==> config.mk <==
export PLATFORM = sky130hd
export DESIGN_NAME = pipe_stage_reg
export DESIGN_NICKNAME = d
export VERILOG_FILES = /design/src/rtl/pipe_stage_reg.sv
export SDC_FILE = /design/constraint.sdc
export NUM_CORES = 1
export LEC_CHECK = 0
export BUFFER_PORTS_ARGS = -buffer_cell sky130_fd_sc_hd__buf_2
export CORE_MARGIN = 2
export CORE_UTILIZATION = 57
export DETAILED_ROUTE_END_ITERATION = 16
export PLACE_DENSITY = 0.82
export SLEW_MARGIN = 30
export SYNTH_ARGS = -nofsm -noshare
export SYNTH_HDL_FRONTEND = slang
export SYNTH_SLANG_ARGS = --single-unit
export TNS_END_PERCENT = 30
==> constraint.sdc <==
create_clock -name clk -period 3 [get_ports clk]
set_input_delay 0.15 -clock clk [delete_from_list [all_inputs] [get_ports clk]]
set_output_delay 0.15 -clock clk [all_outputs]
set_load 0.03 [all_outputs]
==> src/rtl/pipe_stage_reg.sv <==
// pipe_stage_reg: generic valid/ready pipeline register with an optional
// two-entry skid buffer, flush and a saturating stall-cycle counter.
module pipe_stage_reg #(
    parameter int unsigned DATA_W         = 128,
    parameter bit          SKID_EN        = 1'b1,
    parameter bit          CLEAR_ON_FLUSH = 1'b1,
    parameter int unsigned CNT_W          = 16
) (
    input  logic              clk,
    input  logic              rst,
    input  logic              flush,
    input  logic              in_valid,
    input  logic [DATA_W-1:0] in_data,
    output logic              in_ready,
    output logic              out_valid,
    output logic [DATA_W-1:0] out_data,
    input  logic              out_ready,
    output logic [1:0]        occupancy,
    output logic [CNT_W-1:0]  stall_cnt,
    input  logic              stall_cnt_clr
);

    localparam logic [CNT_W-1:0] CNT_ONE = {{(CNT_W-1){1'b0}}, 1'b1};

    logic              main_v_q, main_v_d;
    logic              skid_v_q, skid_v_d;
    logic [DATA_W-1:0] main_q, main_d;
    logic [DATA_W-1:0] skid_q, skid_d;
    logic              rdy_q, rdy_d;
    logic [1:0]        occ_q, occ_d;
    logic [CNT_W-1:0]  cnt_q, cnt_d;
    logic              in_xfer;
    logic              out_xfer;

    // With the skid buffer in_ready comes straight from a flop, so there
    // is no combinational path from out_ready back to the producer.
    assign in_ready  = SKID_EN ? rdy_q : (!main_v_q || out_ready);
    assign out_valid = main_v_q;
    assign out_data  = main_q;
    assign occupancy = occ_q;
    assign stall_cnt = cnt_q;

    assign in_xfer  = in_valid && in_ready;
    assign out_xfer = main_v_q && out_ready;

    always_comb begin
        main_v_d = main_v_q;
        skid_v_d = skid_v_q;
        main_d   = main_q;
        skid_d   = skid_q;
        if (flush) begin
            main_v_d = 1'b0;
            skid_v_d = 1'b0;
            if (CLEAR_ON_FLUSH) begin
                main_d = '0;
                skid_d = '0;
            end
        end else if (SKID_EN) begin
            if (skid_v_q) begin
                if (out_xfer) begin
                    main_d   = skid_q;
                    skid_v_d = 1'b0;
                end
            end else if (main_v_q) begin
                if (in_xfer && out_xfer) begin
                    main_d = in_data;
                end else if (in_xfer) begin
                    skid_d   = in_data;
                    skid_v_d = 1'b1;
                end else if (out_xfer) begin
                    main_v_d = 1'b0;
                end
            end else if (in_xfer) begin
                main_d   = in_data;
                main_v_d = 1'b1;
            end
        end else begin
            if (in_xfer) begin
                main_d   = in_data;
                main_v_d = 1'b1;
            end else if (out_xfer) begin
                main_v_d = 1'b0;
            end
        end
    end

    always_comb begin
        rdy_d = !skid_v_d;
        occ_d = {1'b0, main_v_d} + {1'b0, skid_v_d};
        cnt_d = cnt_q;
        if (stall_cnt_clr) begin
            cnt_d = '0;
        end else if (main_v_q && !out_ready && cnt_q != '1) begin
            cnt_d = cnt_q + CNT_ONE;
        end
    end

    always_ff @(posedge clk) begin
        if (rst) begin
            main_v_q <= 1'b0;
            skid_v_q <= 1'b0;
            main_q   <= '0;
            skid_q   <= '0;
            rdy_q    <= 1'b1;
            occ_q    <= 2'd0;
            cnt_q    <= '0;
        end else begin
            main_v_q <= main_v_d;
            skid_v_q <= skid_v_d;
            main_q   <= main_d;
            skid_q   <= skid_d;
            rdy_q    <= rdy_d;
            occ_q    <= occ_d;
            cnt_q    <= cnt_d;
        end
    end

endmodule

* Word-level counts from Yosys, hierarchy flattened
Cells that the tools add are included. Widths: inputs -> output; s select.
Storage, ports and cells: bits in registers 277, bits of input ports 134, output and inout port bits 148, logic and storage cells 42
Operators by class: $add $sub $neg 2, equal/unequal tests 3, muxes and demuxes 16, bitwise operators 2, reductions and logical operators 12
Operators with widths (number):
- $mux 128 | 5
- $add 16x1->16 const B | 1
- $ne 16x16->1 const B | 1
- $mux 1 | 11
- $logic_and 1x1->1 | 5
- $reduce_and 4->1 | 1
- $reduce_or 2->1 | 2
- $ne 3x1->1 const B | 1
- $reduce_and 3->1 | 1
- $reduce_bool 3->1 | 1
- $add 1x1->2 | 1
- $logic_not 1->1 | 2
- $ne 2x1->1 const B | 1
- $not 1->1 | 2

* Longest topological paths before layout
depth after elaboration 8, gate-level depth with buffers 7, gate-level depth less buffers 5

* Least setup slack after synthesis
No wires, ideal clock.
kind reg-to-reg, from register cnt_q[0], in the netlist stall_cnt[0], to register cnt_q[9], in the netlist stall_cnt[9], setup time 0.132 ns, arrival time 1.590 ns, data required time 2.868 ns, setup slack 1.277 ns, stages on the path, launching flop included 7, path buffers 1, period minus slack after synthesis 1.723 ns, cells stage by stage dfxtp_1 -> ha_1 -> nand3_1 -> nor4_2 -> buf_4 -> or3_1 -> a21oi_1
On the way: cells in the longest elaborated chain, start to end 2, elaborated cells between the ends (all ways) 3, those cells by class add/sub: 1; eq/ne: 1; reduce/logical: 1
RTL lines:
- from (decl) | RTL line 31 | logic [CNT_W-1:0] cnt_q, cnt_d;
- from (signal assigned) | RTL line 114 | cnt_q <= cnt_d;
- branches (longest 2 deep; another with $add 16x1->16)
Several ways; the timed one is not identified. A chain may end at the register's enable or synchronous reset.

* Worst setup path after layout
from register main_v_q, in the netlist out_valid, to register skid_q[50]
On the way: cells in the longest elaborated chain, start to end 4
RTL lines:
- from (decl) | RTL line 25 | logic main_v_q, main_v_d;
- from (signal assigned) | RTL line 108 | main_v_q <= main_v_d;
- $logic_and 1x1->1 | RTL line 44 | assign out_xfer = main_v_q && out_ready;
- $logic_and 1x1->1 | RTL line 65 | if (in_xfer && out_xfer) begin
- $not 1->1 (no line)
- $reduce_and 4->1 (no line) (*)
- to (signal assigned) | RTL line 111 | skid_q <= skid_d;
- to (decl) | RTL line 28 | logic [DATA_W-1:0] skid_q, skid_d;
Every way passes the cells marked *; elsewhere a longest branch is shown, timed or not.

==> flow_summary.yaml <==
run_status:
  status: "complete, no violations"
floorplan:
  rows: 50
  die_w_um: 143
  io_pins: 282
  die_area_sq_mm: 0.0204
  die_h_um: 143
  start_util_pct: 58.3
  core_area_sq_mm: 0.0188
synth:
  yosys_warnings: 0
  synth_fp_nets: 1381
  synthCells: 1246
  netlist_area_sq_mm: 0.0110
  synth_area_per_cell_sq_um: 8.82
  ys_types: 37
  synth.ff_latch_count: 277
  yosysSeqAreaShare_pct: 50.5
place:
  gp_congestion: 0.845
  portBuffers: 281
  hpwl_um: 17000
  dp_slack_ps: 749
clock_tree:
  cts_tree: "done"
  clock_path_buffers: 3
  clkSinkCount: 277
  clock_latency_ps: 530
  clkTransAtPathRegs_ps: 60
  cts-htree-levels: 1
  cts_made_buffers: 29
  cts_root_buffer: "clkbuf_16"
  cts_resized: 0
timing:
  whs_ps: 34.1
  setup-tns-final_ps: 0
  setup_viol: 0
  timing.final.ws_setup_ps: 669
  hold_viol_final: 0
  tightest_slew_ps: 919
  rsz0062_at_grt: "false"
  fmax_mhz: 429
  skew_ps: 12.8
  period_minus_slack_ps: 2330
  post-route-period-util_pct: 77.7
  slew-limit-headroom_pct: 38.2
  maxSlewViolCount: 0
final_layout:
  area_growth_pct: 33.1
  regArea_sq_mm: 0.00555
  multi_input_area_sq_mm: 0.00492
  layout.nets: 1738
  drive_gt1_share_pct: 21.4
  fill_cells: 1244
routing:
  drtIter0Drc: 607
  wl_um: 31000
  first_pass_iters: 5
  via_per_inst: 5.54
  vias: 10400
  wl_per_cell_um: 16.5
  drc: 0
  drtAntennaViolNets: 0
grt:
  track_usage_pct: 29.4
  grt_overflow: 0
  grt_pass1_wl_um: 49400
  antenna_found_initial: 1
  grt_max_degree: 145
  grt_pass1_vias: 10100
hold_path:
  hp-class: "in -> reg"
flow_run:
  maxCapViolations: 0
power:
  vdd_drop_max_mv: 0.416
  leakagePower_nw: 5.64
  power_density_mw_per_mm2: 557
critical_path:
  criticalPathCategory: "reg -> reg"
  crit_required_ps: 3460
  endpoint_kind: "register"
  arrival_ps: 2790
  crit_path_max_fanout: 69
  startpoint_type: "register"
==> power by group <==
| part | total [W] | switching [W] | leakage (nW) | internal, W |
|---|---|---|---|---|
| Sequential | 0.00383 | 0.0000547 | 2.25 | 0.00377 |
| Clock | 0.00335 | 0.00141 | 0.428 | 0.00194 |
| Combinational | 0.000963 | 0.000585 | 2.97 | 0.000377 |
| Total | 0.00814 | 0.00205 | 5.64 | 0.00609 |
==> state kept, by name, indices dropped and copies added (netlist names) <==
signal,cells
in_ready,1
occupancy,2
out_data,128
out_valid,1
skid_q,128
skid_v_q,1
stall_cnt,16
==> worst paths after layout <==
check / from / endpoint / slack (ps) / cells after the start
hold / removal: rst / stall_cnt[1] / 30 / 4
hold reg to reg: skid_q[105] / skid_q[105] / 450 / 2
setup / recovery: out_valid / skid_q[50] / 670 / 5
setup reg to reg: out_valid / skid_q[50] / 670 / 5
==> layout make-up <==
type	count	area share (%)
tap	260	2.23
clock buffer	46	5.88
multi-input combinational	863	33.7
inverter	1	0.0257
clock inverter	2	0.0942
timing repair buffer	431	20.1
sequential	277	38.0
antenna	1	0.0171
==> cells in the mapped netlist (all sizes together) <==
master / instances / area share, %
a211o: 1 / 0.080
a211oi: 128 / 8.7
a21oi: 141 / 6.4
a31oi: 1 / 0.057
and2: 1 / 0.057
and3: 3 / 0.17
and4: 3 / 0.25
buf: 74 / 3.7
clkbuf: 31 / 1.1
dfxtp: 277 / 50
ha: 1 / 0.11
inv: 1 / 0.034
mux2i: 128 / 12
nand2: 262 / 9.0
nand2b: 2 / 0.11
nand3: 4 / 0.18
nand4: 7 / 0.54
nor2: 136 / 4.6
nor2b: 2 / 0.11
nor3: 7 / 0.42
nor4: 2 / 0.17
o2111ai: 1 / 0.080
o211ai: 2 / 0.14
o21ai: 10 / 0.46
o311ai: 1 / 0.080
o31ai: 3 / 0.21
or2: 2 / 0.11
or3: 10 / 0.57
or4: 2 / 0.14
xnor2: 1 / 0.080
xor2: 2 / 0.16
==> placed cells by master, fill, tap and decap left out, types with 4 or more instances in the layout <==
cell,netlist,layout
buf_2,55,281
dfxtp_1,277,276
nand2_1,262,262
a21oi_1,141,141
nor2_1,136,136
dlygate4sd3_1,0,131
mux2i_1,128,128
a211oi_1,128,128
clkbuf_16,0,29
buf_4,16,12
o21ai_0,10,10
clkbuf_1,31,10
or3_1,10,9
clkbuf_8,0,7
nand4_1,6,6
buf_12,0,6
nor3_1,6,5
nand3_1,4,4
==> critical path, cell delays in order, from the launching register on <==
cell and delay (ps):
dfxtp_1 360, nand2b_1 340, or3_4 710, buf_4 460
nand2_1 140, a21oi_1 170
==> what timing repair did <==
item / CTS / global route
hold buffers: 131 / 0
buffers inserted: 0 / 0
endpoints found under the hold margin: 251 / 0
==> per-layer routing <==
metal / global-route usage, % / routed length (um) / up-vias
li1: - / - / 5039
met1: 34.9 / 12300 / 4844
met2: 51.3 / 15200 / 435
met3: 5.43 / 1950 / 112
met4: 14.0 / 1490 / 0
met5: 0 / 0 / -
==> logic make-up after synthesis <==
group | count (synthesis) | synth area share [%]
and+or+nand+nor | 443 | 16.4
AOI/OAI and AO/OA | 288 | 16.3
DFF | 277 | 50.5
muxes | 128 | 11.7
buffers and inverters | 106 | 4.80
xor gates and xnor gates | 3 | 0.239
adders and majority gates | 1 | 0.114
==> metrics by stage <==
step / std cells / utilization (%) / total power (W) / area, sq um
6_report: 1881 / 77.6 / 0.00814 / 14600
5_1_grt: 1881 / 77.6 / 0.00841 / 14600
4_1_cts: 1880 / 77.6 / 0.00815 / 14600
3_5_place_dp: 1701 / 66.0 / 0.00470 / 12400
3_3_place_gp: 1701 / 66.0 / 0.00469 / 12400
2_1_floorplan: 1246 / - / 0.00443 / 11000
Power figures use the tool's default switching activity.
